### src/rtl/ps2_mouse_pkg.sv
// Shared definitions for the APB PS/2 mouse peripheral.
// - Register word offsets (paddr[3:2]) for CTRL / STATUS / DATA / CLEAR.
// - Bit positions of the STATUS register flags.
// - Packet layout held in the FIFO and the receiver frame-state encoding.
package ps2_mouse_pkg;

    localparam logic [1:0] REG_CTRL   = 2'd0;
    localparam logic [1:0] REG_STATUS = 2'd1;
    localparam logic [1:0] REG_DATA   = 2'd2;
    localparam logic [1:0] REG_CLEAR  = 2'd3;

    localparam int ST_EMPTY    = 8;
    localparam int ST_FULL     = 9;
    localparam int ST_OVERFLOW = 16;
    localparam int ST_PARITY   = 17;
    localparam int ST_FRAME    = 18;
    localparam int ST_TIMEOUT  = 19;

    typedef struct packed {
        logic [7:0] status;
        logic [7:0] dx;
        logic [7:0] dy;
    } mouse_pkt_t;

    typedef enum logic [1:0] {
        IDLE,
        DATA,
        PARITY,
        STOP
    } rx_state_e;

endpackage

### src/rtl/ps2_rx.sv
// PS/2 byte receiver.
// Synchronises the PS/2 clock/data pair, detects falling edges of the PS/2
// clock, and runs the start/8 data/odd parity/stop frame FSM. A watchdog
// aborts a stalled frame (or a stalled packet, via busy_i) after
// TIMEOUT_CYCLES clk_i cycles without a PS/2 falling edge.
// Ports:
//   clk_i, rst_i        system clock, synchronous active-high reset
//   ps2_clk_i/data_i    asynchronous PS/2 lines (idle high)
//   busy_i              packet assembly is mid-packet (arms the watchdog)
//   byte_valid_o/byte_o one-cycle pulse with a correctly framed byte
//   parity_err_o, frame_err_o, timeout_o   one-cycle error pulses
//   state_o             current frame FSM state (debug)
module ps2_rx
    import ps2_mouse_pkg::*;
#(
    parameter int SYNC_STAGES    = 2,
    parameter int TIMEOUT_CYCLES = 50000
) (
    input  logic       clk_i,
    input  logic       rst_i,
    input  logic       ps2_clk_i,
    input  logic       ps2_data_i,
    input  logic       busy_i,
    output logic       byte_valid_o,
    output logic [7:0] byte_o,
    output logic       parity_err_o,
    output logic       frame_err_o,
    output logic       timeout_o,
    output rx_state_e  state_o
);

    localparam int TW = $clog2(TIMEOUT_CYCLES);

    logic [SYNC_STAGES-1:0] clk_sync_q, data_sync_q;
    logic                   clk_prev_q;
    logic                   clk_s, data_s, fall;

    rx_state_e state_q, state_d;
    logic [2:0]    bit_cnt_q, bit_cnt_d;
    logic [7:0]    shift_q, shift_d;
    logic          par_q, par_d;
    logic [TW-1:0] tmo_q, tmo_d;
    logic          valid_q, valid_d;
    logic          perr_q, perr_d;
    logic          ferr_q, ferr_d;
    logic          tmo_pulse_q, tmo_pulse_d;
    logic          armed;

    assign clk_s  = clk_sync_q[SYNC_STAGES-1];
    assign data_s = data_sync_q[SYNC_STAGES-1];
    // Falling edge: synchronised clock was high last cycle and is low now.
    assign fall   = clk_prev_q & ~clk_s;
    assign armed  = (state_q != IDLE) | busy_i;

    always_ff @(posedge clk_i) begin
        if (rst_i) begin
            clk_sync_q  <= '1;
            data_sync_q <= '1;
            clk_prev_q  <= 1'b1;
            state_q     <= IDLE;
            bit_cnt_q   <= '0;
            shift_q     <= '0;
            par_q       <= 1'b0;
            tmo_q       <= '0;
            valid_q     <= 1'b0;
            perr_q      <= 1'b0;
            ferr_q      <= 1'b0;
            tmo_pulse_q <= 1'b0;
        end else begin
            clk_sync_q  <= {clk_sync_q[SYNC_STAGES-2:0], ps2_clk_i};
            data_sync_q <= {data_sync_q[SYNC_STAGES-2:0], ps2_data_i};
            clk_prev_q  <= clk_s;
            state_q     <= state_d;
            bit_cnt_q   <= bit_cnt_d;
            shift_q     <= shift_d;
            par_q       <= par_d;
            tmo_q       <= tmo_d;
            valid_q     <= valid_d;
            perr_q      <= perr_d;
            ferr_q      <= ferr_d;
            tmo_pulse_q <= tmo_pulse_d;
        end
    end

    always_comb begin
        state_d     = state_q;
        bit_cnt_d   = bit_cnt_q;
        shift_d     = shift_q;
        par_d       = par_q;
        tmo_d       = tmo_q;
        valid_d     = 1'b0;
        perr_d      = 1'b0;
        ferr_d      = 1'b0;
        tmo_pulse_d = 1'b0;
        if (fall) begin
            // Every edge reloads the watchdog, so an edge always wins over expiry.
            tmo_d = '0;
            case (state_q)
                IDLE: begin
                    if (!data_s) begin
                        state_d   = DATA;
                        bit_cnt_d = 3'd0;
                    end
                end
                DATA: begin
                    shift_d   = {data_s, shift_q[7:1]};
                    bit_cnt_d = bit_cnt_q + 3'd1;
                    if (bit_cnt_q == 3'd7) state_d = PARITY;
                end
                PARITY: begin
                    par_d   = data_s;
                    state_d = STOP;
                end
                STOP: begin
                    state_d = IDLE;
                    ferr_d  = ~data_s;
                    perr_d  = ~(^{shift_q, par_q});
                    valid_d = data_s & (^{shift_q, par_q});
                end
                default: state_d = IDLE;
            endcase
        end else if (!armed) begin
            tmo_d = '0;
        end else if (tmo_q == TW'(TIMEOUT_CYCLES - 1)) begin
            tmo_d       = '0;
            state_d     = IDLE;
            tmo_pulse_d = 1'b1;
        end else begin
            tmo_d = tmo_q + 1'b1;
        end
    end

    assign byte_valid_o = valid_q;
    assign byte_o       = shift_q;
    assign parity_err_o = perr_q;
    assign frame_err_o  = ferr_q;
    assign timeout_o    = tmo_pulse_q;
    assign state_o      = state_q;

endmodule

### src/rtl/apb_ps2_mouse.sv
// APB PS/2 mouse peripheral.
// Assembles 3-byte mouse packets from the PS/2 receiver, buffers them in a
// FIFO and exposes CTRL / STATUS / DATA(pop) / CLEAR registers over APB.
// irq_o is a registered level: irq_en & FIFO not empty.
// Ports:
//   clk_i, rst_i                   system clock, synchronous active-high reset
//   paddr_i..penable_i             APB request (zero wait states)
//   prdata_o, pready_o, pslverr_o  APB response
//   ps2_clk_i, ps2_data_i          PS/2 lines
//   irq_o                          level interrupt
// APB handshake: an access completes in the cycle where psel_i & penable_i
// are both high (pready_o is always 1); writes and DATA pops take effect at
// the clock edge that ends that cycle, and only when the address is legal.
module apb_ps2_mouse
    import ps2_mouse_pkg::*;
#(
    parameter int APB_ADDR_WIDTH = 12,
    parameter int FIFO_DEPTH     = 4,
    parameter int SYNC_STAGES    = 2,
    parameter int TIMEOUT_CYCLES = 50000
) (
    input  logic                      clk_i,
    input  logic                      rst_i,
    input  logic [APB_ADDR_WIDTH-1:0] paddr_i,
    input  logic [31:0]               pwdata_i,
    input  logic                      pwrite_i,
    input  logic                      psel_i,
    input  logic                      penable_i,
    output logic [31:0]               prdata_o,
    output logic                      pready_o,
    output logic                      pslverr_o,
    input  logic                      ps2_clk_i,
    input  logic                      ps2_data_i,
    output logic                      irq_o
);

    localparam int PW = $clog2(FIFO_DEPTH);
    localparam int CW = PW + 1;

    logic       rx_valid, rx_perr, rx_ferr, rx_tmo;
    logic [7:0] rx_byte;
    rx_state_e  rx_state;

    logic [1:0]  ctrl_q;         // {irq_en, enable}
    logic [3:0]  sticky_q, sticky_d;  // {timeout, frame, parity, overflow}
    logic [1:0]  idx_q, idx_d;
    logic [7:0]  b0_q, b0_d, b1_q, b1_d;
    mouse_pkt_t  fifo_q [FIFO_DEPTH];
    logic [PW-1:0] wr_ptr_q, rd_ptr_q;
    logic [CW-1:0] count_q;
    logic        irq_q;

    logic        addr_err, wr, rd, empty, full, pop, push, push_ok, bad_b0;
    logic [1:0]  sel;
    logic [3:0]  set_flags, clr_flags;
    logic [31:0] status_word;
    mouse_pkt_t  head, new_pkt;
    logic        unused_bits;

    ps2_rx #(
        .SYNC_STAGES    (SYNC_STAGES),
        .TIMEOUT_CYCLES (TIMEOUT_CYCLES)
    ) u_rx (
        .clk_i        (clk_i),
        .rst_i        (rst_i),
        .ps2_clk_i    (ps2_clk_i),
        .ps2_data_i   (ps2_data_i),
        .busy_i       (idx_q != 2'd0),
        .byte_valid_o (rx_valid),
        .byte_o       (rx_byte),
        .parity_err_o (rx_perr),
        .frame_err_o  (rx_ferr),
        .timeout_o    (rx_tmo),
        .state_o      (rx_state)
    );

    assign addr_err  = |paddr_i[APB_ADDR_WIDTH-1:4];
    assign sel       = paddr_i[3:2];
    assign wr        = psel_i & penable_i & pwrite_i & ~addr_err;
    assign rd        = psel_i & penable_i & ~pwrite_i & ~addr_err;
    assign pready_o  = 1'b1;
    assign pslverr_o = psel_i & penable_i & addr_err;

    assign empty   = (count_q == '0);
    assign full    = (count_q == CW'(FIFO_DEPTH));
    assign pop     = rd & (sel == REG_DATA) & ~empty;
    assign head    = fifo_q[rd_ptr_q];
    assign new_pkt = '{status: b0_q, dx: b1_q, dy: rx_byte};
    // A full FIFO still accepts a packet when the head leaves on the same edge.
    assign push_ok = push & (~full | pop);

    // Packet assembly. Receiver aborts reset the byte index regardless of
    // enable; with enable low, good bytes are swallowed and nothing is flagged.
    always_comb begin
        idx_d  = idx_q;
        b0_d   = b0_q;
        b1_d   = b1_q;
        push   = 1'b0;
        bad_b0 = 1'b0;
        if (rx_tmo || rx_perr || rx_ferr) begin
            idx_d = 2'd0;
        end else if (rx_valid) begin
            if (!ctrl_q[0]) begin
                idx_d = 2'd0;
            end else begin
                case (idx_q)
                    2'd0: begin
                        // Bit3 is always set in a status byte; anything else
                        // means we are out of step, so stay at index 0.
                        if (rx_byte[3]) begin
                            b0_d  = rx_byte;
                            idx_d = 2'd1;
                        end else begin
                            bad_b0 = 1'b1;
                        end
                    end
                    2'd1: begin
                        b1_d  = rx_byte;
                        idx_d = 2'd2;
                    end
                    default: begin
                        push  = 1'b1;
                        idx_d = 2'd0;
                    end
                endcase
            end
        end
    end

    assign set_flags = {ctrl_q[0] & rx_tmo,
                        ctrl_q[0] & (rx_ferr | bad_b0),
                        ctrl_q[0] & rx_perr,
                        push & ~push_ok};
    assign clr_flags = (wr && sel == REG_CLEAR) ? pwdata_i[19:16] : 4'd0;
    assign sticky_d  = (sticky_q & ~clr_flags) | set_flags;

    always_ff @(posedge clk_i) begin
        if (rst_i) begin
            ctrl_q   <= '0;
            sticky_q <= '0;
            idx_q    <= '0;
            b0_q     <= '0;
            b1_q     <= '0;
            wr_ptr_q <= '0;
            rd_ptr_q <= '0;
            count_q  <= '0;
            irq_q    <= 1'b0;
        end else begin
            if (wr && sel == REG_CTRL) ctrl_q <= pwdata_i[1:0];
            sticky_q <= sticky_d;
            idx_q    <= idx_d;
            b0_q     <= b0_d;
            b1_q     <= b1_d;
            if (push_ok) wr_ptr_q <= wr_ptr_q + 1'b1;
            if (pop)     rd_ptr_q <= rd_ptr_q + 1'b1;
            if (push_ok && !pop)      count_q <= count_q + 1'b1;
            else if (pop && !push_ok) count_q <= count_q - 1'b1;
            irq_q <= ctrl_q[1] & ~empty;
        end
    end

    // Storage needs no reset: entries are only read once count covers them.
    always_ff @(posedge clk_i) begin
        if (push_ok) fifo_q[wr_ptr_q] <= new_pkt;
    end

    always_comb begin
        status_word              = '0;
        status_word[3:0]         = 4'(count_q);
        status_word[ST_EMPTY]    = empty;
        status_word[ST_FULL]     = full;
        status_word[ST_OVERFLOW] = sticky_q[0];
        status_word[ST_PARITY]   = sticky_q[1];
        status_word[ST_FRAME]    = sticky_q[2];
        status_word[ST_TIMEOUT]  = sticky_q[3];
    end

    always_comb begin
        prdata_o = '0;
        if (psel_i && !pwrite_i && !addr_err) begin
            case (sel)
                REG_CTRL:   prdata_o = {30'd0, ctrl_q};
                REG_STATUS: prdata_o = status_word;
                REG_DATA:   prdata_o = empty ? 32'd0 : {8'h00, head};
                default:    prdata_o = '0;
            endcase
        end
    end

    assign irq_o = irq_q;

    assign unused_bits = ^{paddr_i[1:0], pwdata_i[31:20], pwdata_i[15:2], rx_state};

endmodule
### config.mk
export PLATFORM = sky130hd
export DESIGN_NAME = apb_ps2_mouse
export DESIGN_NICKNAME = d
export VERILOG_FILES = /design/src/rtl/ps2_mouse_pkg.sv /design/src/rtl/ps2_rx.sv /design/src/rtl/apb_ps2_mouse.sv
export SDC_FILE = /design/constraint.sdc
export NUM_CORES = 1
export LEC_CHECK = 0
export ABC_AREA = 0
export CAP_MARGIN = 20
export CORE_MARGIN = 2
export CORE_UTILIZATION = 31
export DETAILED_ROUTE_END_ITERATION = 12
export HOLD_SLACK_MARGIN = 0.05
export REMOVE_ABC_BUFFERS = 1
export SYNTH_ARGS = -nofsm -noshare
export SYNTH_HDL_FRONTEND = slang
export SYNTH_SLANG_ARGS = --single-unit
### constraint.sdc
create_clock -name clk_i -period 5.6 [get_ports clk_i]
set_input_delay 1.4 -clock clk_i [delete_from_list [all_inputs] [get_ports clk_i]]
set_output_delay 1.4 -clock clk_i [all_outputs]
set_load 0.05 [all_outputs]
# After elaboration in Yosys (flattened, before gate mapping)
# Memories as Yosys holds them, arrays and structs flattened. A register that Yosys moved wholly into a read port is not among the register bits.
# Index checks and enable logic that the tools add are counted.
dict set report classes {
  reduce_logical 36
  bitwise 34
  n_eq_ne 14
  add_sub_neg 6
  muxes 31
}
# op count
set op_table {}
lappend op_table {{24-bit one-hot mux with 3 select lines} 1}
lappend op_table {{24-bit two-way mux} 2}
lappend op_table {{2-bit two-way mux} 9}
lappend op_table {{16-bit by 1-bit adder with 16-bit output, second input constant} 1}
lappend op_table {{1-bit AND} 16}
lappend op_table {{16-bit == test, second input constant} 1}
lappend op_table {{1-bit two-way mux} 12}
lappend op_table {{1-bit NOT} 12}
lappend op_table {{2-bit nonzero test} 6}
lappend op_table {{3-bit two-way mux} 3}
lappend op_table {{9-bit XOR reduction} 1}
lappend op_table {{2-bit == test, second input constant} 4}
lappend op_table {{2-bit one-hot mux with 4 select lines} 1}
lappend op_table {{4-bit AND reduction} 2}
lappend op_table {{8-bit OR reduction} 1}
lappend op_table {{3-bit by 1-bit adder with 3-bit output, second input constant} 2}
lappend op_table {{2-bit by 1-bit == test with 1-bit output, second input constant} 3}
lappend op_table {{3-bit == test, second input constant} 2}
lappend op_table {{1-bit logical AND} 6}
lappend op_table {{2-bit zero test} 3}
lappend op_table {{3-bit != test, second input constant} 2}
lappend op_table {{3-bit one-hot mux with 2 select lines} 1}
lappend op_table {{2-bit AND reduction} 3}
lappend op_table {{3-bit OR reduction} 2}
lappend op_table {{17 further kinds} 25}
dict set report word_totals {
  output_inout_bits 35
  memories 1
  reg_bits 71
  word_cells 143
  input_bits 51
  ramBits 96
}
# name depth word_bits rd rd_clocked_by_memory_dff write_ports line
set memory_table {}
lappend memory_table {fifo_q 4 24 1 1 1 apb_ps2_mouse.sv:48} ;# mouse_pkt_t fifo_q [FIFO_DEPTH];

# Logic depth before layout (Yosys ltp)
# Gate-level depths: netlist (run 1).
dict set report logic_depth {
  depth_word 11
  mapped_depth 11
  ltp_nobuf 10
}

# Cells and area by module
# Synthesis (run 1) repeated with hierarchy kept, for this count alone.
dict set report unflattened {
  hier_cells 515
  hier_area_um2 7029.2
}
# module instances seq_area_each_um2 area_each_um2 cells_each
set modules_own_cells {}
lappend modules_own_cells {apb_ps2_mouse 1 3563.4 5322.6 338}
lappend modules_own_cells {ps2_rx 1 780.7 1706.6 177}

# Worst setup path after synthesis (run 1)
# No wires, ideal clock.
dict set report synth_path {
  path_type {input-to-output}
  from {input paddr_i[9]}
  to {output prdata_o[10]}
  t_required_ns 4.200
  arrival_ns 3.353
  path_buffers 1
  stages 5
  slack_ns 0.847
  path_cell_list {or4_4 > nor3_1 > nand3_1 > clkbuf_1 > nor2b_1}
}
dict set report synth_via {
  elab_chain_len 4
}
# item line
set synth_lines {}
lappend synth_lines {{start, declared} apb_ps2_mouse.sv:24} ;# input logic [APB_ADDR_WIDTH-1:0] paddr_i,
lappend synth_lines {{8-bit OR reduction} apb_ps2_mouse.sv:77} ;# assign addr_err = |paddr_i[APB_ADDR_WIDTH-1:4];
lappend synth_lines {{1-bit zero test} apb_ps2_mouse.sv:180} ;# if (psel_i && !pwrite_i && !addr_err) begin
lappend synth_lines {{1-bit logical AND} apb_ps2_mouse.sv:180}
lappend synth_lines {{24-bit two-way mux} apb_ps2_mouse.sv:180}
lappend synth_lines {{end, declared} apb_ps2_mouse.sv:29} ;# output logic [31:0] prdata_o,
# No other way between the ends.

# Final worst setup path (run 1)
dict set report layout_path {
  from {input paddr_i[5]}
  to {output prdata_o[8]}
}
# Same word-level chain as after synthesis.

==> results list, run 1 <==
- Outcome: complete, no violations
* Floorplan die area: between 20,000 and 25,000 um2
- For this run, the top clock speed supported by timing is between 150 and 200 MHz.
- Maximum number of pins on one net before global-route repair: 58
- Detailed routing placed a total of 7095 um of wire on met2.
- Startpoint of the worst-slack reg-to-reg timing path: u_rx.timeout_o$_SDFF_PP0_
- In this run, synthesis inferred 96 flip-flops with an integrated enable.
* Fraction of layout cells with a size suffix above 1: 16.50%
* Post-CTS setup buffer count: 0
- Leakage component of the power: around 0.0030 uW
- Most common cell in the netlist: sky130_fd_sc_hd__edfxtp_1
* Per-cell routed wire length: 15.49 um
- Arr. time, crit path: around 3.7 ns
- # setup viols final: 0
* Post-synthesis xor/xnor area fraction: 2.812%
- Clock transition at the register clock pins on the worst setup and hold paths after CTS: about 0.060 ns
* Antenna diode count: 0
- Clock buffer count from CTS: 17
* Initial core utilization: 31.33%
- For this design, the CTS-stage hold fixing added 0 buffers.
- Worst path required time: approximately 4.2 ns
- During placement, the flow inserted port buffers numbering between 40 and 50.
* Compound-Gate Fraction of Synth Area: approximately 4.3%
* Floorplan core area: 22,430 um2
* Clock Tree Root: sky130_fd_sc_hd__clkbuf_16
* Post-Synthesis Cell Area: about 7000 um2
* TritonCTS clock tree: built
- In this run the most critical hold path is launched from u_rx.clk_sync_q[0]$_SDFF_PP1_.
- After synthesis, the largest family of logic cells by area is simple AND/OR/NAND/NOR gates.
- In this design, the stage delay of the slowest critical-path cell is roughly 0.81 ns.
- Worst-path cell with the longest stage delay: sky130_fd_sc_hd__clkdlybuf4s50_1
* Final Hold Violating Endpoints: 0
* Synthesis-stage register bit count: between 150 and 200
* Gr usage total: a little under an eighth
* Worst Setup End Kind: primary output
* Highest ir drop seen on vdd: a little over 0.2 mV
- The endpoint identified for the worst register-to-register timing path is count_q[2]$_SDFFE_PP0P_.
- Timing startpoint of the critical path: paddr_i[5]
- After layout, the worst path uses 91.77% of the clock period.
* Worst hold-check path type: flip-flop to flip-flop
- The worst hold path terminates at u_rx.clk_sync_q[1]$_SDFF_PP1_.
- In the synthesized netlist the async set-or-reset flop fraction comes to 0%.
- Sequential elements use ~60% of the synthesized area.
- Cell taking the most area after synthesis: sky130_fd_sc_hd__edfxtp_1
* Total negative slack for setup checks: 0 ns
- Summed over all layers, the global routing overflow is 0.
* Count of routing violations after the opening detailed-route iteration: 220
- Area growth from synthesis to layout: 22.09%
- TritonCTS sink count: around 170
- Multiplexer area fraction after synthesis: about 12%
* Routed Antenna Nets: 0
- After routing the design area is between 8000 and 9000 um2.
- Initial antenna violation count: 0
- On the final layout, the worst clock skew is just over 0.007 ns.
* Number of gates given a new drive strength after cts: 0
* Critical path fanouts, max: 3
- Headroom to the max-slew limit came out at between 50% and 60%.
- Wires add up to 13,620 um.
- The cell count after synthesis came out at approximately 530.
- The cell that appears most often on the critical path is sky130_fd_sc_hd__clkdlybuf4s50_1.
- Along the worst hold path, the cell count comes to 1.
- The via count of the first global-routing pass was between 4,000 and 5,000.
* Worst path cell trace: clkdlybuf4s50_1, or4_1, nor3_1, nand2_1, nor2_1, clkdlybuf4s50_1
- During synthesis, Yosys emitted a total of 0 warnings.
- In the final routing, the length of wire on met1 measures between 5000 and 6000 um.
* Synth area leaders: sky130_fd_sc_hd__edfxtp_1 41%, sky130_fd_sc_hd__dfxtp_1 21%, sky130_fd_sc_hd__mux4_2 7.7%, sky130_fd_sc_hd__mux2i_1 4.4%, sky130_fd_sc_hd__nor2_1 3.3%
- Routability Congestion: between 0.8 and 0.9
* Final #Nets: between 600 and 700
- Measured in cells, the most critical reg-to-reg path has a length of 9.
* Standard-cell rows: 55
* Post-Synth Adder-Cell Area: under 10%
- The clock period could shrink to just over 5 ns.
- The setup path with the least slack is of type input port to primary output.
- Setup repair after global routing left no endpoint under its margin.
- Top cells by instance count after synthesis: 96 x sky130_fd_sc_hd__edfxtp_1, 73 x sky130_fd_sc_hd__dfxtp_1, 61 x sky130_fd_sc_hd__nor2_1
- between 80 and 90 I/O pins were placed.
* CTS max path bufs: 2
* Mean area per synthesized cell: roughly 13 um2
* Netlist cell types: between 50 and 60
- The first global-routing pass estimated between 20,000 and 25,000 um of wire.
* Measured slew at the worst slew-check pin: 0.6822 ns
- Highest metal layer with signal wires: met4
- Measured along the x axis, the die boundary spans 154.6 um.
- Proportion of netlist area held by the largest area contributor: around two fifths
- For this run, design rule violations remaining after detail routing come to 0.
* Post-DP Area: between 7000 and 8000 um2
* Number of levels the H-tree was split into: 4
- CP Launch Type: input port
- The first detailed-routing pass ran for 4 iterations.
* Power per cell area: slightly above 300 nW/um2
* Mean number of vias per cell: slightly below 5
* Dpl hpwl: roughly 9000 um
- The later pin in the worst-skew pair is clocked with a latency of around 0.43 ns.
* Slack of the worst reg-to-reg path: about 2.9 ns
- Die height: around 150 um
- After detailed routing, the met3 layer carries between 500 and 600 um of wire.
- For this block, the via count after detailed routing is 4,267.
- The synthesized netlist devotes about an eighth of its cell area to simple gates.
- Number of violations of the max-capacitance limit: 0
- Most common flop cell mapped by yosys: sky130_fd_sc_hd__edfxtp_1
- Final Max Slew Viols: 0
==> cells in the final DEF (no fill, tap or decap), types with 4 or more instances in the layout <==
cell	synthesis	final
sky130_fd_sc_hd__edfxtp_1	96	96
sky130_fd_sc_hd__dfxtp_1	73	73
sky130_fd_sc_hd__nor2_1	61	61
sky130_fd_sc_hd__mux2i_1	31	31
sky130_fd_sc_hd__mux4_2	24	24
sky130_fd_sc_hd__clkdlybuf4s50_1	0	24
sky130_fd_sc_hd__nor2b_1	22	22
sky130_fd_sc_hd__a21oi_1	20	20
sky130_fd_sc_hd__clkbuf_16	0	17
sky130_fd_sc_hd__buf_4	9	16
sky130_fd_sc_hd__nand2_1	15	15
sky130_fd_sc_hd__inv_1	15	15
sky130_fd_sc_hd__buf_12	0	15
sky130_fd_sc_hd__nand3_1	12	12
sky130_fd_sc_hd__ha_1	12	12
sky130_fd_sc_hd__xor2_1	10	10
sky130_fd_sc_hd__o21ai_0	10	10
sky130_fd_sc_hd__xnor2_1	10	10
sky130_fd_sc_hd__conb_1	2	9
sky130_fd_sc_hd__nor3_1	8	8
sky130_fd_sc_hd__and2_1	8	8
sky130_fd_sc_hd__nand4_1	8	8
sky130_fd_sc_hd__or3_1	7	7
sky130_fd_sc_hd__a22oi_1	6	6
sky130_fd_sc_hd__nand2b_1	6	6
sky130_fd_sc_hd__or2_2	5	5
sky130_fd_sc_hd__and3_1	4	4
sky130_fd_sc_hd__bufinv_16	0	4
==> registers in the layout, summed over array words and instances, names as in the netlist, 2 cells and up, named ones only <==
signal	count
b0_q	8
b1_q	8
count_q	3
ctrl_q	2
fifo_q	96
idx_q	2
rd_ptr_q	2
sticky_q	4
u_rx.bit_cnt_q	3
u_rx.byte_o	8
u_rx.clk_sync_q	2
u_rx.data_sync_q	2
u_rx.state_o	2
u_rx.tmo_q	16
wr_ptr_q	2
==> area by class of cell <==
type	count	area, um2
Fill cell	2114	13850
Clock buffer	17	425.4
Multi-Input combinational cell	322	2499
Timing Repair Buffer	56	665.6
Clock inverter	15	235.2
Tap cell	285	356.6
Inverter	15	56.30
Sequential cell	169	4344
==> cell families (layout without fill, tap and decap cells) <==
kind of cell / count (synthesis) / after routing
simple gates: 176 / 176
flops: 169 / 169
mux: 56 / 56
compound gates: 47 / 47
buf+inv: 47 / 103
xor+xnor: 21 / 21
fa+ha+maj: 13 / 13
other cells: 2 / 9
==> power by group <==
| group | total, uW | leakage [uW] | switching, uW | internal (uW) |
|---|---|---|---|---|
| registers | 1300 | 0.00148 | 1.13 | 1300 |
| clock network | 1280 | 0.000318 | 511 | 766 |
| logic | 51.5 | 0.00116 | 32.1 | 19.3 |
| total | 2630 | 0.00296 | 544 | 2080 |
==> metal layers <==
layer  global-route usage, %  vias to the layer above
li1                        -                     2032
met5                       0                        -
met4                   4.850                        0
met2                   20.49                       83
met1                   13.90                     2129
met3                   3.446                       23
==> how the worst max path moves through the flow <==
stage                              end  slack (ns)  cells past startpoint
after floorplan           prdata_o[10]        0.84                      4
after global placement     prdata_o[8]        0.49                      6
after detailed placement   prdata_o[8]        0.51                      6
after CTS                  prdata_o[8]        0.49                      6
after global routing       prdata_o[8]        0.39                      6
final                      prdata_o[8]        0.46                      6
==> through the flow <==
stage | utilization [%] | setup WS (ns) | power [uW] | hold WS [ns] | cells
2_1_floorplan | - | 0.8430 | 1350 | 0.3895 | 506
5_1_grt | 38.25 | 0.3934 | 2712 | 0.4441 | 879
3_3_place_gp | 35.31 | 0.4854 | 1377 | 0.4000 | 847
4_1_cts | 38.25 | 0.4859 | 2658 | 0.4111 | 879
3_5_place_dp | 35.31 | 0.5062 | 1378 | 0.3975 | 847
6_report | 38.25 | 0.4608 | 2628 | 0.4081 | 879
==> worst max-delay path, delay by kind of cell <==
kind,cells,cell delay (ns)
buffers and inverters,2,1.23
and+or+nand+nor,4,1.09
(Power assumes the default switching activity.)
==> inputs of run 2 (changes only) <==
--- a/config.mk
+++ b/config.mk
@@ -6,7 +6,7 @@
 export NUM_CORES = 1
 export LEC_CHECK = 0
 export ABC_AREA = 0
-export CAP_MARGIN = 20
+export CAP_MARGIN = 10
 export CORE_MARGIN = 2
 export CORE_UTILIZATION = 31
 export DETAILED_ROUTE_END_ITERATION = 12
==> results of run 2 <==
Final layout, timing and power as in run 1 (identical DEF).
